$ cat config.mk
export PLATFORM = sky130hd
export DESIGN_NAME = ascon_fsm_ctrl
export DESIGN_NICKNAME = d
export VERILOG_FILES = /design/src/rtl/ascon_fsm_ctrl.sv
export SDC_FILE = /design/constraint.sdc
export NUM_CORES = 1
export LEC_CHECK = 0
export CAP_MARGIN = 20
export CORE_MARGIN = 2
export CORE_UTILIZATION = 50
export DETAILED_ROUTE_END_ITERATION = 7
export GPL_TIMING_DRIVEN = 0
export PLACE_DENSITY = 0.82
export SYNTH_ARGS = -nofsm -noshare
export SYNTH_HDL_FRONTEND = slang
export SYNTH_SLANG_ARGS = --single-unit
$ cat constraint.sdc
create_clock -name clock_i -period 3.25 [get_ports clock_i]
set_clock_uncertainty 0.15 [all_clocks]
set_input_delay 0.325 -clock clock_i [delete_from_list [all_inputs] [get_ports clock_i]]
set_output_delay 0.325 -clock clock_i [all_outputs]
set_load 0.02 [all_outputs]
$ cat src/rtl/ascon_fsm_ctrl.sv
// ascon_fsm_ctrl: control FSM for one ASCON-128 authenticated encryption.
// Sequences init, AD absorption, PT encryption and finalisation rounds.
module ascon_fsm_ctrl (
  input  logic       clock_i,
  input  logic       reset_i,
  input  logic       start_i,
  input  logic       data_valid_i,
  input  logic       data_last_i,
  output logic [3:0] round_o,
  output logic       selectionp_o,
  output logic       enable_o,
  output logic       en_xor_data_begin_o,
  output logic       en_xor_key_begin_o,
  output logic       en_xor_key_end_o,
  output logic       en_xor_lsb_end_o,
  output logic       en_cipher_o,
  output logic       en_tag_o,
  output logic       data_ready_o,
  output logic       busy_o,
  output logic       done_o
);

  localparam logic [2:0] S_IDLE    = 3'd0;
  localparam logic [2:0] S_INIT    = 3'd1;
  localparam logic [2:0] S_WAIT_AD = 3'd2;
  localparam logic [2:0] S_AD      = 3'd3;
  localparam logic [2:0] S_WAIT_PT = 3'd4;
  localparam logic [2:0] S_PT      = 3'd5;
  localparam logic [2:0] S_FINAL   = 3'd6;
  localparam logic [2:0] S_DONE    = 3'd7;

  // p^a runs 0..11, p^b runs 6..11; both finish on round 11
  localparam logic [3:0] RND_FIRST_A = 4'd0;
  localparam logic [3:0] RND_FIRST_B = 4'd6;
  localparam logic [3:0] RND_LAST    = 4'd11;

  logic [2:0] state_q, state_d;
  logic [3:0] rnd_q, rnd_d;
  logic       last_q, last_d;

  logic rnd_first_a;
  logic rnd_first_b;
  logic rnd_last;
  logic rnd_bad;

  assign rnd_first_a = (rnd_q == RND_FIRST_A);
  assign rnd_first_b = (rnd_q == RND_FIRST_B);
  assign rnd_last    = (rnd_q == RND_LAST);
  assign rnd_bad     = (rnd_q > RND_LAST);

  // state, round counter and last-block flag registers
  always_ff @(posedge clock_i or posedge reset_i) begin
    if (reset_i) begin
      state_q <= S_IDLE;
      rnd_q   <= 4'd0;
      last_q  <= 1'b0;
    end else begin
      state_q <= state_d;
      rnd_q   <= rnd_d;
      last_q  <= last_d;
    end
  end

  // next-state logic; counter holds at 11 while waiting for data
  always_comb begin
    state_d = state_q;
    rnd_d   = rnd_q;
    last_d  = last_q;
    unique case (state_q)
      S_IDLE: begin
        rnd_d = 4'd0;
        if (start_i) begin
          state_d = S_INIT;
        end
      end
      S_INIT, S_AD, S_PT, S_FINAL: begin
        if (rnd_bad) begin
          state_d = S_IDLE;
          rnd_d   = 4'd0;
        end else if (!rnd_last) begin
          rnd_d = rnd_q + 4'd1;
        end else begin
          unique case (state_q)
            S_INIT:  state_d = S_WAIT_AD;
            S_AD:    state_d = last_q ? S_WAIT_PT : S_WAIT_AD;
            S_PT:    state_d = S_WAIT_PT;
            default: state_d = S_DONE;
          endcase
        end
      end
      S_WAIT_AD: begin
        if (data_valid_i) begin
          last_d  = data_last_i;
          state_d = S_AD;
          rnd_d   = RND_FIRST_B;
        end
      end
      S_WAIT_PT: begin
        if (data_valid_i) begin
          last_d = data_last_i;
          if (data_last_i) begin
            state_d = S_FINAL;
            rnd_d   = RND_FIRST_A;
          end else begin
            state_d = S_PT;
            rnd_d   = RND_FIRST_B;
          end
        end
      end
      S_DONE: begin
        state_d = S_IDLE;
        rnd_d   = 4'd0;
      end
      default: begin
        state_d = S_IDLE;
        rnd_d   = 4'd0;
      end
    endcase
  end

  // Moore output decode from state and round counter
  always_comb begin
    selectionp_o        = 1'b0;
    enable_o            = 1'b0;
    en_xor_data_begin_o = 1'b0;
    en_xor_key_begin_o  = 1'b0;
    en_xor_key_end_o    = 1'b0;
    en_xor_lsb_end_o    = 1'b0;
    en_cipher_o         = 1'b0;
    en_tag_o            = 1'b0;
    data_ready_o        = 1'b0;
    busy_o              = 1'b0;
    done_o              = 1'b0;
    unique case (state_q)
      S_IDLE: begin
      end
      S_INIT: begin
        busy_o           = 1'b1;
        enable_o         = 1'b1;
        selectionp_o     = !rnd_first_a;
        en_xor_key_end_o = rnd_last;
      end
      S_WAIT_AD, S_WAIT_PT: begin
        busy_o       = 1'b1;
        selectionp_o = 1'b1;
        data_ready_o = 1'b1;
      end
      S_AD: begin
        busy_o              = 1'b1;
        selectionp_o        = 1'b1;
        enable_o            = 1'b1;
        en_xor_data_begin_o = rnd_first_b;
        en_xor_lsb_end_o    = rnd_last & last_q;
      end
      S_PT: begin
        busy_o              = 1'b1;
        selectionp_o        = 1'b1;
        enable_o            = 1'b1;
        en_xor_data_begin_o = rnd_first_b;
        en_cipher_o         = rnd_first_b;
      end
      S_FINAL: begin
        busy_o              = 1'b1;
        selectionp_o        = 1'b1;
        enable_o            = 1'b1;
        en_xor_data_begin_o = rnd_first_a;
        en_xor_key_begin_o  = rnd_first_a;
        en_cipher_o         = rnd_first_a;
        en_xor_key_end_o    = rnd_last;
        en_tag_o            = rnd_last;
      end
      S_DONE: begin
        busy_o       = 1'b1;
        selectionp_o = 1'b1;
        done_o       = 1'b1;
      end
      default: begin
      end
    endcase
  end

  assign round_o = rnd_q;

endmodule

==> results of run 1 <==
==> how the worst max path moves through the flow <==
stage / startpoint / endpoint / slack [ps] / cells past startpoint
after floorplan: round_o[0] / en_xor_key_end_o / 1260 / 4
after global placement: state_q[0] / en_cipher_o / 920 / 6
after detailed placement: state_q[1] / en_xor_key_end_o / 890 / 5
after CTS: state_q[1] / en_xor_key_end_o / 610 / 5
after global routing: state_q[0] / en_xor_data_begin_o / 480 / 6
final: state_q[1] / en_xor_key_end_o / 610 / 5
==> flip-flops by register name, indices dropped and copies added (netlist names) <==
signal and cells:
last_q 1, round_o 4, state_q 3
==> synth_stat cells (all sizes together), types with 4 or more instances <==
cell type,instances,area [um2]
a21oi,11,55.1
o21ai,10,50.0
dfrtp,8,200
inv,7,26.3
nor2,7,26.3
nand3,6,30.0
buf,5,33.8
nand2,5,18.8
nand2b,4,25.0
==> power by group through the flow <==
stage | Sequential (W) | Clock [W] | Combinational (W)
final | 0.000188 | 0.0000709 | 0.000640
after global routing | 0.000196 | 0.0000782 | 0.000710
after CTS | 0.000187 | 0.0000746 | 0.000637
after detailed placement | 0.000188 | 0 | 0.000634
after global placement | 0.000187 | 0 | 0.000623
after floorplan | 0.000203 | 0 | 0.000423
==> routing by layer <==
metal,wire (um),GRT usage (%),share of wire (%)
met3,159,3.40,9.1
met2,796,35.5,46
met1,749,31.8,43
met4,41,10.0,2.3
met5,0,0,0
==> stage by stage <==
stage                     cell area [um2]  instances  total power, W  utilization (%)  worst slack (ps)
after floorplan                       754         97        0.000626                -              1260
after global placement                965        132        0.000809             66.4               919
after detailed placement              965        132        0.000822             66.4               892
after CTS                             987        135        0.000899             67.9               609
after global routing                  987        135        0.000984             67.9               481
final                                 987        135        0.000899             67.9               608
==> area by class of cell <==
type / instances / area [um2] / share of cell area (%)
clock buffers: 3 / 22.5 / 2.28
multi-input cells: 74 / 483 / 48.9
well taps: 16 / 20.0 / 2.03
plain buffers: 8 / 45.0 / 4.56
repair buffers: 19 / 190 / 19.3
flip-flops and latches: 8 / 200 / 20.3
inverters: 7 / 26.3 / 2.66
==> logic make-up (layout without fill, tap and decap cells) <==
family,after synthesis,in the layout,share of synthesized area (%)
compound gates,34,34,30.3
simple gates,31,31,20.6
buf+inv,15,37,9.45
flops,8,8,26.5
mux,4,4,5.80
fa+ha+maj,3,3,4.98
xor+xnor,2,2,2.32
==> worst register-to-register path, stage by stage (launching register included) <==
cell and delay [ps]:
dfrtp_1 450, ha_1 300, o21ai_0 350, o32ai_4 170, a21oi_1 180, mux2_2 350
==> impl_metrics.toml, run 1 <==
[run_status]
outcome = "complete, no violations"

[power_and_ir_drop]
power.density_nw_per_um2 = 911
p_sw_share_pct = 47.7
seq_power_share_pct = 20.9
p_switching_w = 0.000429
leakage_nw = 0.418
ir_drop_mv = 0.562
power.internal_w = 0.000471
power_frac_comb_pct = 71.2
clkPwrFrac_pct = 7.9

[global_routing]
grt_max_degree = 11
grt_pass1_wl_um = 3240
first_global_vias = 775
grt_util_all_layers_pct = 23.0
overflow = 0
antenna_found_initial = 0

[final_layout]
insertedDiodeCount = 0
drive_gt1_share_pct = 11.8
layout_common_cells = "19 x clkdlybuf4s50_1, 11 x a21oi_1, 9 x o21ai_0, 8 x dfrtp_1"
final_common_cell = "clkdlybuf4s50_1"
area_growth_pct = 30.8
fillCellCount = 138
finalNetCount = 129

[synth]
ys_ff_latch = 8
synth_edf_count = 0
synthArstFlopShare_pct = 100
syn-num-nets = 105
synth_flop_cell = "dfrtp_1"
yosysWarnings = 0
synth.distinct_cells = 33
seq_area_frac_synth_pct = 26.5
syn-mean-instance-area_um2 = 7.78
synth_cells = 97
syn_area_um2 = 754

[timing]
slew_headroom_pct = 64.8
hold_slack_ps = 155
slew_viol_final = 0
finalSetupTns_ps = 0
hold_viol_final = 0
worst-slew-pin-transition_ps = 524
fmax_ghz = 0.379
setup_viol = 0
rsz0062_at_grt = "no"
fin_crit_ps = 2640
period_share_pct = 81.3

[clock_tree]
path_clk_slew_ps = 50
cts_setup_buffers = 0
insertion_delay_ps = 250
htreeDepth = 1
clockRootBuffer = "clkbuf_4"
holdBufCountCts = 0
clock_path_buffers = 2
cts_resized = 0
cts_tree = "yes"
clock-sinks = 8
numCtsBuffers = 3

[worst_setup_path]
crit_chain = "buf_4 -> clkbuf_1 -> or3_1 -> a21oi_1 -> clkdlybuf4s50_1"
cp_top_family = "buffers and inverters"
worst-path-max-fanout = 10
cpPeakStageDelay_ps = 610
cp.arrival_ps = 2170
cp-start-kind = "register"
cp_slowest_cell = "clkdlybuf4s50_1"
path_class = "reg -> out"
path_buf_inv = 3
crit_path_end_kind = "output port"
r2r_cells = 5
r2r-end = "state_q[0]"
r2r_slack_ps = 1180
r2r-start = "round_o[0]"
worstPathRequired_ps = 2770

[die]
fp-row-count = 14
core_um2 = 1450
die_w_um = 42.8
start_util_pct = 51.9
pin_count = 20
die_area_um2 = 1840
die_y_um = 42.8

[route]
viasPerCell = 5.80
wl_per_cell_um = 12.9
drt_iter0_drc = 16
dr_total_vias = 783
route.detailed.drc = 0
wl_um = 1750
first_pass_iters = 4
ant_nets = 0

[placement]
dp.final_hpwl_um = 1330
routabilityCongestion = 0.784
port_buffers = 19

[worst_hold_path]
hold_path.class = "in -> async"

[run]
maxCapViolations = 0
Note: power is estimated with default switching activity, not from simulation.
==> run 2: changes to the inputs <==
Settings changed: CORE_UTILIZATION 50 to 42, PLACE_DENSITY 0.82 to 0.74.
Clock period 3.25 ns to 2.4 ns, I/O delays scaled along.
==> run 2 against run 1 <==
  * Sequential power up 35%
  * Routed wire length up 5.3%
  * Register-to-register slack worse by 750 ps
==> impl_metrics.toml, run 2 (synthesis gave the netlist of run 1 again) <==
[final_layout]
layout_common_cells = "11 x a21oi_1, 11 x clkdlybuf4s50_1, 9 x o21ai_0, 8 x dfrtp_1"
drive_gt1_share_pct = 14.3
fillCellCount = 172
area_growth_pct = 33.5
largest_reg_flops = 4
multi_input_area_um2 = 493
finalNetCount = 129
insertedDiodeCount = 0
seqCellArea_um2 = 200

[route]
route.detailed.drc = 0
ant_nets = 0
first_pass_iters = 4
dr_total_vias = 775
wl_per_cell_um = 12.8
drt_iter0_drc = 11
wl_um = 1840
viasPerCell = 5.38

[worst_setup_path]
worstPathRequired_ps = 2010
path_class = "reg -> out"
crit_path_end_kind = "output port"
cp-start-kind = "register"
worst-path-max-fanout = 10
cp.arrival_ps = 1930
r2r_slack_ps = 430

[global_routing]
grt_pass1_wl_um = 3130
first_global_vias = 671
antenna_found_initial = 0
grt_util_all_layers_pct = 21.0
grt_max_degree = 11
overflow = 0

[run_status]
outcome = "complete, no violations"

[timing]
worst-slew-pin-transition_ps = 476
hold_viol_final = 0
setup_viol = 0
period_share_pct = 96.6
fin_crit_ps = 2320
rsz0062_at_grt = "no"
slew_headroom_pct = 68.0
fmax_ghz = 0.432
slew_viol_final = 0
finalSetupTns_ps = 0

[power_and_ir_drop]
leakage_nw = 0.466
ir_drop_mv = 0.673
power.total_w = 0.00122
power.density_nw_per_um2 = 1210

[die]
core_um2 = 1710
die_w_um = 46.4
die_area_um2 = 2150
fp-row-count = 15
die_y_um = 46.4
start_util_pct = 44.2
pin_count = 20

[placement]
port_buffers = 19
routabilityCongestion = 0.788
dp.final_hpwl_um = 1400

[clock_tree]
path_clk_slew_ps = 50
numCtsBuffers = 3
clock_path_buffers = 2
cts_tree = "yes"
clock-sinks = 8
clockRootBuffer = "clkbuf_4"
insertion_delay_ps = 250
htreeDepth = 1
holdBufCountCts = 0
cts_setup_buffers = 0

[worst_hold_path]
hold_path.class = "in -> async"

[run]
maxCapViolations = 0
## run 2: what timing repair did
item / in CTS / in global routing
endpoints found under the setup margin: 6 / 4
endpoints found under the hold margin: 0 / 0
resized for setup: 8 / 4
## run 2: per-layer routing
| metal | part of all wire (%) | global-route usage [%] |
|---|---|---|
| met5 | 0 | 0 |
| met1 | 47 | 29.3 |
| met3 | 4.1 | 3.92 |
| met2 | 46 | 28.9 |
| met4 | 2.7 | 14.3 |
## run 2: final timing paths
check                                start    endpoint  cells after the start
worst min-delay path               reset_i  round_o[0]                      2
worst max register to register  round_o[0]  state_q[0]                      5
worst max-delay path            state_q[1]      done_o                      4
min in group clock_i                last_q      last_q                      1
worst min register to register      last_q      last_q                      1
max in group asynchronous          reset_i      last_q                      2
## run 2: worst max-delay path, cell delays in order (launching register included)
cell and delay (ps):
dfrtp_1 310, buf_4 170, buf_1 370, and3_1 220, clkdlybuf4s50_1 600
## run 2: power by group
group / switching, W / leakage (nW) / internal, W
registers: 0.0000593 / 0.100 / 0.000194
logic: 0.000485 / 0.352 / 0.000387
clock network: 0.0000388 / 0.0138 / 0.0000567
total: 0.000583 / 0.466 / 0.000638
## run 2: layout make-up
class / instances / share of cell area, %
flip-flops and latches: 8 / 19.9
inverters: 7 / 2.61
multi-input cells: 74 / 48.9
repair buffers: 19 / 18.6
well taps: 25 / 3.11
clock buffers: 3 / 2.24
plain buffers: 8 / 4.60
## run 2: metrics by stage
step / util (%) / worst slack [ps] / cell area [um2] / hold WS, ps / cells
after floorplan: - / 459 / 754 / -94.3 / 97
after global placement: 57.1 / 138 / 976 / 339 / 141
after detailed placement: 57.1 / 133 / 976 / 341 / 141
after CTS: 58.2 / 75.0 / 995 / 68.8 / 144
after global routing: 59.0 / 2.78 / 1010 / 96.8 / 144
final: 59.0 / 82.7 / 1010 / 69.0 / 144
==> run 3: changes to the inputs <==
Settings changed: CORE_UTILIZATION 42 to 50, PLACE_DENSITY 0.74 to 0.82.
Clock period 2.4 ns to 2.9 ns, I/O delays scaled along.
==> results of run 3 <==
The final DEF is identical to that of run 1. Status: complete, no violations.
Among the figures that moved: setup slack after placement 892 ps -> 577 ps; setup slack after layout 608 ps -> 293 ps; hold slack 155 ps -> 120 ps; register-to-register setup slack 1180 ps -> 830 ps; total power 0.000899 W -> 0.00101 W; worst IR drop on VDD 0.562 mV -> 0.630 mV
